===== src/rtl/framebuffer_scanout.sv =====
// rtl/framebuffer_scanout.sv - VGA-style scanout of a 1-bit double-buffered framebuffer
//
// Generates horizontal/vertical timing, fetches one pixel per ce step from the
// front buffer and drives the video pins through a two-stage pipeline. At the
// start of the first vertical blanking line it exchanges front/back buffers when
// the renderer reports a finished frame, and pulses swap for one clk.
//
// Ports:
//   clk, rst      clock, asynchronous active-high reset
//   ce            pixel-rate enable; all state advances only when ce=1
//   frame_done    level: back buffer complete and may be shown
//   rd_en         framebuffer read strobe
//   rd_addr       pixel address y*HOR_ACTIVE_PIXELS+x
//   rd_buf        front buffer select (renderer writes ~rd_buf)
//   rd_data       pixel from RAM, valid one clk after rd_en, held until next read
//   pixel         video pixel, 1=on
//   hsync, vsync  sync pins, SYNC_ACTIVE while asserted
//   swap          one-clk pulse when buffers are exchanged
module framebuffer_scanout #(
  parameter int   HOR_ACTIVE_PIXELS = 640,
  parameter int   HOR_FRONT_PORCH   = 16,
  parameter int   HOR_SYNC_PULSE    = 96,
  parameter int   HOR_BACK_PORCH    = 48,
  parameter int   VER_ACTIVE_PIXELS = 480,
  parameter int   VER_FRONT_PORCH   = 10,
  parameter int   VER_SYNC_PULSE    = 2,
  parameter int   VER_BACK_PORCH    = 33,
  parameter logic SYNC_ACTIVE       = 1'b0,
  localparam int  ADDR_W = $clog2(HOR_ACTIVE_PIXELS * VER_ACTIVE_PIXELS)
) (
  input  logic              clk,
  input  logic              rst,
  input  logic              ce,
  input  logic              frame_done,
  output logic              rd_en,
  output logic [ADDR_W-1:0] rd_addr,
  output logic              rd_buf,
  input  logic              rd_data,
  output logic              pixel,
  output logic              hsync,
  output logic              vsync,
  output logic              swap
);

  localparam int H_TOTAL = HOR_ACTIVE_PIXELS + HOR_FRONT_PORCH + HOR_SYNC_PULSE + HOR_BACK_PORCH;
  localparam int V_TOTAL = VER_ACTIVE_PIXELS + VER_FRONT_PORCH + VER_SYNC_PULSE + VER_BACK_PORCH;
  localparam int H_W = $clog2(H_TOTAL);
  localparam int V_W = $clog2(V_TOTAL);

  localparam int HS_START = HOR_ACTIVE_PIXELS + HOR_FRONT_PORCH;
  localparam int HS_END   = HS_START + HOR_SYNC_PULSE;
  localparam int VS_START = VER_ACTIVE_PIXELS + VER_FRONT_PORCH;
  localparam int VS_END   = VS_START + VER_SYNC_PULSE;

  localparam logic [ADDR_W-1:0] LINE_STRIDE = ADDR_W'(HOR_ACTIVE_PIXELS);

  logic [H_W-1:0]    h_cnt;
  logic [V_W-1:0]    v_cnt;
  logic [ADDR_W-1:0] line_base;   // v_cnt * HOR_ACTIVE_PIXELS while v_cnt is an active line

  // stage-1 pipeline registers carried alongside rd_en/rd_addr
  logic hs1;
  logic vs1;
  logic act1;

  logic h_last;
  logic v_last;
  logic v_active;
  logic active;
  logic hs_zone;
  logic vs_zone;
  logic swap_point;

  always_comb begin
    h_last     = (int'(h_cnt) == H_TOTAL - 1);
    v_last     = (int'(v_cnt) == V_TOTAL - 1);
    v_active   = (int'(v_cnt) < VER_ACTIVE_PIXELS);
    active     = (int'(h_cnt) < HOR_ACTIVE_PIXELS) && v_active;
    hs_zone    = (int'(h_cnt) >= HS_START) && (int'(h_cnt) < HS_END);
    vs_zone    = (int'(v_cnt) >= VS_START) && (int'(v_cnt) < VS_END);
    // counters are about to step onto (h=0, v=first blanking line)
    swap_point = h_last && (int'(v_cnt) == VER_ACTIVE_PIXELS - 1);
  end

  always_ff @(posedge clk or posedge rst) begin
    if (rst) begin
      h_cnt     <= '0;
      v_cnt     <= '0;
      line_base <= '0;
      rd_en     <= 1'b0;
      rd_addr   <= '0;
      rd_buf    <= 1'b0;
      hs1       <= 1'b0;
      vs1       <= 1'b0;
      act1      <= 1'b0;
      pixel     <= 1'b0;
      hsync     <= ~SYNC_ACTIVE;
      vsync     <= ~SYNC_ACTIVE;
      swap      <= 1'b0;
    end else begin
      // swap is a single-clk pulse regardless of ce
      swap <= 1'b0;

      if (ce) begin
        if (h_last) begin
          h_cnt <= '0;
          if (v_last) begin
            v_cnt     <= '0;
            line_base <= '0;
          end else begin
            v_cnt <= v_cnt + 1'b1;
            // base only needs to track active lines; it parks during blanking
            if (v_active) begin
              line_base <= line_base + LINE_STRIDE;
            end
          end
        end else begin
          h_cnt <= h_cnt + 1'b1;
        end

        // stage 1: issue read and capture sync zones for this counter value
        rd_en <= active;
        if (active) begin
          rd_addr <= line_base + ADDR_W'(h_cnt);
        end
        hs1  <= hs_zone;
        vs1  <= vs_zone;
        act1 <= active;

        // stage 2: rd_data now belongs to the stage-1 read
        pixel <= act1 & rd_data;
        hsync <= hs1 ? SYNC_ACTIVE : ~SYNC_ACTIVE;
        vsync <= vs1 ? SYNC_ACTIVE : ~SYNC_ACTIVE;

        if (swap_point && frame_done) begin
          rd_buf <= ~rd_buf;
          swap   <= 1'b1;
        end
      end
    end
  end

endmodule


===== config.mk =====
export PLATFORM = sky130hd
export DESIGN_NAME = framebuffer_scanout
export DESIGN_NICKNAME = d
export VERILOG_FILES = /design/src/rtl/framebuffer_scanout.sv
export SDC_FILE = /design/constraint.sdc
export NUM_CORES = 1
export LEC_CHECK = 0
export ABC_AREA = 1
export BUFFER_PORTS_ARGS = -buffer_cell sky130_fd_sc_hd__buf_2
export CORE_MARGIN = 8
export CORE_UTILIZATION = 47
export CTS_CLUSTER_SIZE = 16
export DETAILED_ROUTE_END_ITERATION = 7
export GPL_TIMING_DRIVEN = 0
export PLACE_DENSITY = 0.72
export SLEW_MARGIN = 20
export SYNTH_ARGS = -nofsm -noshare
export SYNTH_HDL_FRONTEND = slang
export SYNTH_SLANG_ARGS = --single-unit

===== constraint.sdc =====
create_clock -name clk -period 3.95 [get_ports clk]
set_input_delay 0.79 -clock clk [delete_from_list [all_inputs] [get_ports clk]]
set_output_delay 0.79 -clock clk [all_outputs]
set_load 0.01 [all_outputs]

==> reports/results.ini <==
[min_path]
hold_path.class=input port to async pin

[drt]
dr.pass1.iters=4
drc=0
drt_iter0_drc=147
wl_per_cell_um=12.4
via_per_inst=4.89
drtAntennaViolNets=0
vias=2920
wirelength_um=7390

[clock_tree]
cts_buffer_depth=2
cts_resized=0
cts_max_level=3
numCtsBuffers=9
post_cts_buffers=0
root_buffer=clkbuf_8
clk_pin_slew_worst_paths_ns=0.07
cts_tree=done
clock-sinks=59
ctsHoldBuffers=0
worstSkewPairLatency_ns=0.34

[layout]
layout-drive-gt1-share=0.150
antenna_cells=0
stdcell_area_um2=3860
syn_to_final_growth_pct=16.0
nNetsFinal=510
nFillCells=658

[power_and_ir_drop]
vdd_ir_drop_max_mv=0.250
pwr_density_cell_nw_per_um2=717
p_leak_nw=2.15

[critical_path]
cp.required_ns=3.16
cp.buffers_inverters=1
cp_slowest_stage_delay_ns=0.53
path_cells=buf_2
critPathMaxFanout=2
start_kind=flip-flop
cp_top_family=flip-flops
critPathKind=flip-flop to primary output
critPathCaptureType=primary output
crit_arrival_ns=1.00
crit_path_top_delay_cell=dfstp_2

[logic_synthesis]
synthCells=456
ys_warn_count=0
syn-num-nets=470
synth.avg_cell_area_um2=7.30
yosysUniqueCellTypes=29
syn_area_um2=3330
ys_seq_area_frac=0.444
synth-seq-cells=59

[global_route]
grt_pass1_vias=2911
grt.overflow.total=0
grt_max_degree=46
grt_pass1_wl_um=13000
antenna_found_initial=0
gr-usage-all-layers=0.162

[floorplanning]
rows=30
io_pins=30
core_um2=6830
dieWidth_um=100
dieArea_um2=10000
die_h_um=100
start_util=0.487

[place]
dpl_cell_area_um2=3620
gp_congestion=0.945
dp_hpwl_um=5430
io_buffers=28

[timing]
setup_viol=0
setup_tns_ns=0
skew_ns=0.00842
slew_violations=0
rsz0062_at_grt=no
fmax_mhz=559
finalCritPeriodShare=0.453
min_period_ns=1.79
hold_viol_final=0

[run]
drv_cap=0

[run_status]
status=finished clean

==> metal layers <==
layer / GRT usage / share of wire / wire length (um)
met5: 0 / 0 / 0
met4: 0.0919 / 0.023 / 172
met3: 0.0367 / 0.049 / 364
met2: 0.250 / 0.44 / 3260
met1: 0.203 / 0.49 / 3600
==> stage by stage <==
step | instances | worst slack, ns | util | total power, mW | hold slack, ns
after floorplan | 456 | 1.71 | - | 1.77 | 0.404
after global placement | 580 | 0.941 | 0.525 | 2.04 | 0.424
after detailed placement | 581 | 1.90 | 0.530 | 2.09 | 0.428
after CTS | 597 | 2.15 | 0.565 | 2.78 | 0.367
after global routing | 597 | 2.01 | 0.565 | 3.00 | 0.373
final | 597 | 2.16 | 0.565 | 2.77 | 0.368
==> placed cells by master (no fill, tap or decap), types with 8 or more instances in the layout <==
master / n
nor3_1: 13
ha_1: 9
o21ai_0: 22
clkbuf_8: 10
nand4_1: 8
inv_2: 8
nand3_1: 38
dfrtp_1: 57
xor2_1: 8
inv_1: 61
nand2_1: 151
buf_2: 34
nor2_1: 38
==> worst paths after layout <==
path | from | to | slack (ns) | cells past startpoint
hold reg to reg | vs1 | vsync | 0.42 | 1
min in group clk | vs1 | vsync | 0.42 | 1
setup reg to reg | h_cnt[9] | rd_addr[18] | 2.23 | 9
setup / recovery | hsync | hsync | 2.16 | 1
hold / removal | rst | rd_addr[14] | 0.37 | 2
max in group asynchronous | rst | vsync | 3.05 | 3
==> cell usage after synthesis (all sizes together) <==
| cell type | count | area (um^2) |
|---|---|---|
| a32o | 1 | 10.0 |
| and2 | 1 | 6.26 |
| clkbuf | 1 | 5.00 |
| nor3b | 1 | 7.51 |
| ha | 9 | 113 |
| conb | 1 | 3.75 |
| xnor2 | 5 | 43.8 |
| inv | 70 | 263 |
| xor2 | 8 | 70.1 |
| buf | 9 | 56.3 |
| nor3 | 13 | 65.1 |
| nor2 | 45 | 196 |
| o21bai | 1 | 7.51 |
| dfrtp | 57 | 1430 |
| a21oi | 5 | 25.0 |
| nand2 | 153 | 579 |
| nand3 | 40 | 218 |
| o21ai | 26 | 130 |
| nand4 | 8 | 50.1 |
| dfstp | 2 | 52.6 |
==> report_power, final <==
part / total (mW) / switching (mW) / internal [mW] / leakage (nW)
registers: 0.979 / 0.177 / 0.802 / 0.709
clock network: 0.683 / 0.246 / 0.437 / 0.117
logic: 1.11 / 0.717 / 0.389 / 1.33
==> final cells by class <==
type                       count  area (um^2)  share of cell area
clock buffer                  12          145              0.0376
timing repair buffer          29          168              0.0434
inverter                      70          265              0.0687
sequential                    59         1480               0.383
tap                           96          120              0.0311
buffer                        10         61.3              0.0159
multi-input combinational    317         1530               0.395
clock inverter                 4         97.6              0.0253
==> cell families after synthesis <==
group                    after synthesis  synth area share
AND/OR/NAND/NOR                      261             0.337
buffers and inverters                 80            0.0974
flip-flops                            59             0.444
AO/OA/AOI/OAI                         33            0.0519
XOR/XNOR                              13            0.0342
adder cells (fa/ha/maj)                9            0.0338
other                                  1           0.00113
==> state kept, by name (all words and copies together), names as in the netlist <==
register,flops
line_base,12
swap,1
h_cnt,10
rd_buf,1
pixel,1
act1,1
hsync,1
v_cnt,10
vs1,1
vsync,1
rd_addr,19
hs1,1
Power figures use the tool's default switching activity.
